`src/rtl/uart_receiver.sv`:
```
// UART receive stage: 16x-oversampled start/8 data/parity/stop frame recovery with
// mid-bit majority voting, one-cycle valid pulse and sticky per-frame error flags.
module uart_receiver #(
    parameter bit PARITY_ODD = 1'b0
) (
    input  logic       clk,
    input  logic       reset,
    input  logic       sample_ENABLE,
    input  logic       Rx_EN,
    input  logic       RxD,
    output logic [7:0] Rx_DATA,
    output logic       Rx_VALID,
    output logic       Rx_PERROR,
    output logic       Rx_FERROR
);

    typedef enum logic [2:0] {
        StIdle,
        StStart,
        StData,
        StParity,
        StStop
    } state_e;

    state_e      state_q, state_d;
    logic        rx_meta_q, rxs_q;
    logic [3:0]  tick_q, tick_d;
    logic [2:0]  idx_q, idx_d;
    logic [7:0]  shift_q, shift_d;
    logic        par_q, par_d;
    logic        s7_q, s7_d;
    logic        s8_q, s8_d;
    logic [7:0]  data_q, data_d;
    logic        valid_q, valid_d;
    logic        perr_q, perr_d;
    logic        ferr_q, ferr_d;

    logic [3:0]  tick_nxt;
    logic        maj;
    logic        frame_perr;

    assign tick_nxt   = tick_q + 4'd1;
    // Vote of the tick-7 and tick-8 samples with the live tick-9 sample.
    assign maj        = (s7_q & s8_q) | (s7_q & rxs_q) | (s8_q & rxs_q);
    assign frame_perr = (^shift_q) ^ par_q ^ PARITY_ODD;

    always_comb begin
        state_d = state_q;
        tick_d  = tick_q;
        idx_d   = idx_q;
        shift_d = shift_q;
        par_d   = par_q;
        s7_d    = s7_q;
        s8_d    = s8_q;
        data_d  = data_q;
        valid_d = 1'b0;
        perr_d  = perr_q;
        ferr_d  = ferr_q;

        if (!Rx_EN) begin
            state_d = StIdle;
            tick_d  = 4'd0;
            idx_d   = 3'd0;
        end else if (sample_ENABLE) begin
            if (state_q != StIdle) begin
                tick_d = tick_nxt;
                if (tick_nxt == 4'd7) s7_d = rxs_q;
                if (tick_nxt == 4'd8) s8_d = rxs_q;
            end

            case (state_q)
                StIdle: begin
                    // The detecting strobe itself is tick 0 of the start bit.
                    if (!rxs_q) begin
                        state_d = StStart;
                        tick_d  = 4'd0;
                    end
                end
                StStart: begin
                    if (tick_nxt == 4'd9 && maj) begin
                        state_d = StIdle;
                        tick_d  = 4'd0;
                    end else if (tick_nxt == 4'd15) begin
                        state_d = StData;
                        idx_d   = 3'd0;
                    end
                end
                StData: begin
                    if (tick_nxt == 4'd9) shift_d[idx_q] = maj;
                    if (tick_nxt == 4'd15) begin
                        idx_d = idx_q + 3'd1;
                        if (idx_q == 3'd7) state_d = StParity;
                    end
                end
                StParity: begin
                    if (tick_nxt == 4'd9) par_d = maj;
                    if (tick_nxt == 4'd15) state_d = StStop;
                end
                StStop: begin
                    // Finish mid stop bit so the next start edge is caught promptly.
                    if (tick_nxt == 4'd9) begin
                        perr_d  = frame_perr;
                        ferr_d  = ~maj;
                        if (!frame_perr && maj) begin
                            data_d  = shift_q;
                            valid_d = 1'b1;
                        end
                        state_d = StIdle;
                        tick_d  = 4'd0;
                    end
                end
                default: begin
                    state_d = StIdle;
                    tick_d  = 4'd0;
                    idx_d   = 3'd0;
                end
            endcase
        end
    end

    always_ff @(posedge clk) begin
        if (reset) begin
            rx_meta_q <= 1'b1;
            rxs_q     <= 1'b1;
            state_q   <= StIdle;
            tick_q    <= 4'd0;
            idx_q     <= 3'd0;
            shift_q   <= 8'h00;
            par_q     <= 1'b0;
            s7_q      <= 1'b1;
            s8_q      <= 1'b1;
            data_q    <= 8'h00;
            valid_q   <= 1'b0;
            perr_q    <= 1'b0;
            ferr_q    <= 1'b0;
        end else begin
            rx_meta_q <= RxD;
            rxs_q     <= rx_meta_q;
            state_q   <= state_d;
            tick_q    <= tick_d;
            idx_q     <= idx_d;
            shift_q   <= shift_d;
            par_q     <= par_d;
            s7_q      <= s7_d;
            s8_q      <= s8_d;
            data_q    <= data_d;
            valid_q   <= valid_d;
            perr_q    <= perr_d;
            ferr_q    <= ferr_d;
        end
    end

    assign Rx_DATA   = data_q;
    assign Rx_VALID  = valid_q;
    assign Rx_PERROR = perr_q;
    assign Rx_FERROR = ferr_q;

endmodule
```
`config.mk`:
```
export PLATFORM = sky130hd
export DESIGN_NAME = uart_receiver
export DESIGN_NICKNAME = d
export VERILOG_FILES = /design/src/rtl/uart_receiver.sv
export SDC_FILE = /design/constraint.sdc
export NUM_CORES = 1
export LEC_CHECK = 0
export BUFFER_PORTS_ARGS = -buffer_cell sky130_fd_sc_hd__buf_2
export CORE_ASPECT_RATIO = 1.1
export CORE_UTILIZATION = 53
export DETAILED_ROUTE_END_ITERATION = 12
export PLACE_DENSITY = 0.83
export RECOVER_POWER = 100
export SYNTH_ARGS = -nofsm -noshare
export SYNTH_HDL_FRONTEND = slang
export SYNTH_SLANG_ARGS = --single-unit
```
`constraint.sdc`:
```
create_clock -name clk -period 2.05 [get_ports clk]
set_input_delay 0.3075 -clock clk [delete_from_list [all_inputs] [get_ports clk]]
set_output_delay 0.3075 -clock clk [all_outputs]
set_load 0.02 [all_outputs]
```
After elaboration in Yosys (flattened, before gate mapping)
Index checks and enable logic that the tools add are counted.
- $add $sub $neg: 2
- order comparisons: 2
- equality and inequality tests: 17
- muxes and demuxes: 21
- bitwise operators: 12
- reduce and logical (&&, ||, !) cells: 19
- operator list (cell ; number):
    $mux 3 ; 10
    $reduce_and 4->1 ; 5
    $mux 4 ; 4
    $pmux 4 s4 ; 1
    $pmux 3 s5 ; 1
    $ne 2x2->1 const B ; 7
    $eq 4x4->1 const B ; 3
    $reduce_and 5->1 ; 2
    $pmux 3 s3 ; 1
    $bwmux 8 ; 1
    $reduce_xor 8->1 ; 1
    $reduce_and 7->1 ; 1
    $eq 3x2->1 const B ; 2
    $eq 3x3->1 const B ; 2
    $not 1->1 ; 6
    $reduce_or 5->1 ; 1
    $add 4x1->4 const B ; 1
    $eq 4x3->1 const B ; 1
    $lt 3x4->1 const B ; 1
    $reduce_or 2->1 ; 2
    $add 3x1->3 const B ; 1
    $and 1x1->1 ; 3
    $demux 1 s3 ; 1
    $eq 3x1->1 const B ; 1
    10 further kinds ; 14
- bits in registers: 34
- bits of input ports: 5
- output and inout bits: 11
- logic and storage cells: 86

Depth between registers and ports, before layout
- word-level depth: 6
- mapped depth: 7

Worst setup path after synthesis
No wires, ideal clock.
- kind: reg-to-reg
- from: reg tick_q[1]
- to: reg state_q[0]
- setup time: 70 ps
- arrival time: 1975 ps
- setup slack: 5 ps
- cell stages (with the launch flop): 8
- buffers on the path: 1
- path through: dfxtp_1 ha_1 buf_2 o211ai_1 a211oi_2 o221ai_2 or4_1 a21oi_1
- word-level cells in the longest chain between the ends: 5
- elaborated cells between the ends (all ways): 11
- those cells by class: 1 x add/sub; 6 x eq/ne; 2 x mux; 2 x reduce/logical
- RTL lines (what ; line ; RTL):
    start, declared ; 27 ; logic [3:0] tick_q, tick_d;
    start signal, assigned ; 140 ; tick_q <= tick_d;
    $add 4x1->4 (*) ; 42 ; assign tick_nxt = tick_q + 4'd1;
    $eq 4x4->1 ; 80, 101 ;
    $logic_and 1x1->1 ; 80 ; if (tick_nxt == 4'd9 && maj) begin
    $ne 3x3->1 (no line) or $mux 3 (tied branches) ; n/a ;
    $reduce_and 7->1 (no line) or $pmux 3 s5 (tied branches) ; n/a ;
    end signal, assigned ; 125 ; state_q <= StIdle;
    end signal, assigned ; 139 ; state_q <= state_d;
    end, declared ; 25 ; state_e state_q, state_d;
Every way passes the cells marked *; elsewhere a longest branch is shown, timed or not.
A chain may end at the register's enable or synchronous reset.

Worst setup path after layout
- from: reg tick_q[0]
- to: reg state_q[0]
Same word-level chain as after synthesis.

==> run_results.csv <==
group,metric,value,unit
final_layout,syn_to_final_growth,12.8,%
clocking,clock_latency,0.34,ns
synth,synth_seq_area_share,35.5,%
clocking,cts_setup_buffers,0,
global_routing,antenna_found_initial,0,
final_layout,fill_cells,285,
clocking,clock-sinks,34,
drt,wirelength,4310,um
final_layout,fin_area,2160,um^2
synth,synth_seq_cells,34,
drt,antenna_left,0,
sta,worstMarginPinSlew,0.598,ns
power,leakage,0.851,nW
min_path,hold_path.class,"input port to flop",
drt,viasPerCell,5.81,
drt,vias,1667,
die,num_rows,22,
sta,setup_tns,0,ns
global_routing,grt-ovfl-total,0,
worst_setup_path,end_kind,"flop",
synth,synth_area_leaders,"dfxtp_1, mux2i_1, nor2_1, ha_1, a21oi_1",
synth,synth_area,1920,um^2
clocking,cts_inserted_buffers,5,
sta,setup_viol,0,
worst_setup_path,setup.worst_path.start,"tick_q[0]",
final_layout,drive_above_1_share,15.9,%
sta,post-route-period-util,95.3,%
sta,clock.fmax,0.512,GHz
synth,synth_most_common_cell,"dfxtp_1",
die,core_area,3390,um^2
global_routing,grt_pass1_wl,7110,um
worst_setup_path,cp.required,2.34,ns
min_path,min_from,"RxD",
clocking,cts.reportedPaths.clkPinSlew,0.12,ns
synth,async_flop_share,0,%
die,io-pin-count,16,
clocking,cts-root-buf,"clkbuf_4",
sta,setup_ws,0.0960,ns
synth,synth_edf_count,0,
synth,synth_area_per_cell,8.79,um^2
clocking,htreeDepth,2,
synth,synth_nets,229,
sta,finalClockSkew,0.0177,ns
synth,ys_warn_count,0,
synth,ys.flop_type,"dfxtp_1",
run,maxCapViolCount,0,
clocking,cts_tree,"built",
power,p_per_area,561,nW/um^2
drt,first_pass_iters,4,
sta,slew_violations,0,
placed_design,placed_area,2070,um^2
worst_setup_path,rr_endpoint,"state_q[0]",
status,status,"completed",
worst_setup_path,r2r_cells,7,
power,intPower,958,uW
drt,drc_errors,0,
placed_design,place_congestion,0.916,
power,p_total,1.21,mW
synth,netlist.area_leader.share,35.5,%
synth,ys_types,47,
global_routing,gr-usage-all-layers,24.5,%
power,peakVddDrop,483,uV
placed_design,dpl_worst_slack,-0.00755,ns
worst_setup_path,r2r_slack,0.1,ns
clocking,cts_buffer_depth,2,
die,fp.dieW,59.3,um
worst_setup_path,critical_path_class,"flop to flop",
sta,fin_crit,1.95,ns
sta,final_hold_viol_count,0,
worst_setup_path,start_kind,"flop",
clocking,cts_hold_buf,0,
final_layout,n_antenna_cell,0,
worst_setup_path,r2r-start,"tick_q[0]",
die,design.die.area,3860,um^2
placed_design,port_buffers,15,
sta,rsz0062_at_grt,"false",
power,p_sw,254,uW
sta,slew-limit-headroom,59.6,%
worst_setup_path,critical_path.endpoint,"state_q[0]",
power,p_seq_share,54.8,%
synth,netlist_top_cells_count,"dfxtp_1, nor2_1, mux2i_1",
placed_design,dpl.hpwl,3140,um
drt,wl_per_cell,15.0,um
power,clockPowerShare,42.0,%
drt,drt_iter0_drc,80,
synth,synth_top_cell_by_area,"dfxtp_1",
power,p_comb_share,3.2,%
die,initial_core_util,56.6,%
power,switching_share,21.0,%
final_layout,layout.nets,250,
die,die_h,65.1,um
synth,syn-instance-count,218,
global_routing,grt_start_max_net_pins,25,
global_routing,grt_pass1_vias,1538,
worst_setup_path,cp.arrival,2.24,ns
worst_setup_path,critPathMaxFanout,5,
final cells by class:
cell class / instances / area, um^2 / area share (%)
Multi-Input combinational cell: 163 / 1170 / 54.2
Tap cell: 48 / 60.1 / 2.78
Inverter: 11 / 41.3 / 1.91
Timing Repair Buffer: 24 / 125 / 5.79
Clock inverter: 1 / 30.0 / 1.39
Sequential cell: 34 / 683 / 31.6
Clock buffer: 6 / 51.3 / 2.37
through the flow:
stage	utilization (%)	hold WS [ns]	instances
2_1_floorplan	-	0.389	218
3_3_place_gp	61.3	0.402	280
3_5_place_dp	61.3	0.399	280
4_1_cts	63.9	0.150	287
5_1_grt	63.9	0.150	287
6_report	63.9	0.154	287
per-layer routing:
layer,global-route usage (%),vias to the layer above,part of all wire [%]
li1,-,817,-
met1,33.3,787,45
met2,37.6,56,48
met3,5.19,7,5.6
met4,9.52,0,1.5
met5,0,-,0
power by group through the flow:
| stage | clock network [mW] | registers (mW) | logic (mW) |
|---|---|---|---|
| finish | 0.509 | 0.664 | 0.0387 |
| global route | 0.540 | 0.665 | 0.0421 |
| CTS | 0.516 | 0.664 | 0.0380 |
| detailed placement | 0 | 0.679 | 0.0379 |
| global placement | 0 | 0.679 | 0.0375 |
| floorplan | 0 | 0.679 | 0.0250 |
state kept, by name (all words and copies together) (netlist names):
register   flops
rxs_q          1
Rx_PERROR      1
idx_q          3
Rx_FERROR      1
s8_q           1
rx_meta_q      1
s7_q           1
tick_q         4
Rx_DATA        8
shift_q        8
state_q        3
par_q          1
Rx_VALID       1
logic make-up (layout without fill, tap and decap cells):
family / Yosys count / in the layout / share of synthesized area, %
AO/OA/AOI/OAI: 37 / 37 / 14.6
XOR/XNOR: 9 / 9 / 4.83
adder cells (fa/ha/maj): 8 / 8 / 4.96
buffers and inverters: 21 / 42 / 4.50
flip-flops: 34 / 34 / 35.5
multiplexers: 22 / 22 / 11.5
AND/OR/NAND/NOR: 87 / 87 / 24.1
worst min-delay path by stage:
stage                      endpoint  slack, ns  cells after the start
after global placement        rxs_q       0.40                      1
final                     rx_meta_q       0.15                      2
after CTS                 rx_meta_q       0.15                      2
after floorplan               rxs_q       0.39                      1
after global routing      rx_meta_q       0.15                      2
after detailed placement      rxs_q       0.40                      1
critical path: stages, from the launching register on:
cell and delay (ns):
dfxtp_1 0.37, inv_1 0.13, ha_1 0.30, inv_1 0.09, o311ai_2 0.27, o221ai_2 0.13
or4_1 0.47, a21oi_1 0.12
placed cells by master, fill, tap and decap left out, drive strengths merged, types with 10 or more instances in the layout:
cell,instances
a21oi,10
buf,11
clkbuf,19
dfxtp,34
inv,11
mux2i,22
nand2,14
nand3,10
nor2,26
o21ai,10
repair_timing:
| item | CTS | global route |
|---|---|---|
| gates resized for setup | 2 | 4 |
| gates cloned | 0 | 0 |
| endpoints found under the setup margin | 9 | 19 |
Note: power is estimated with default switching activity, not from simulation.
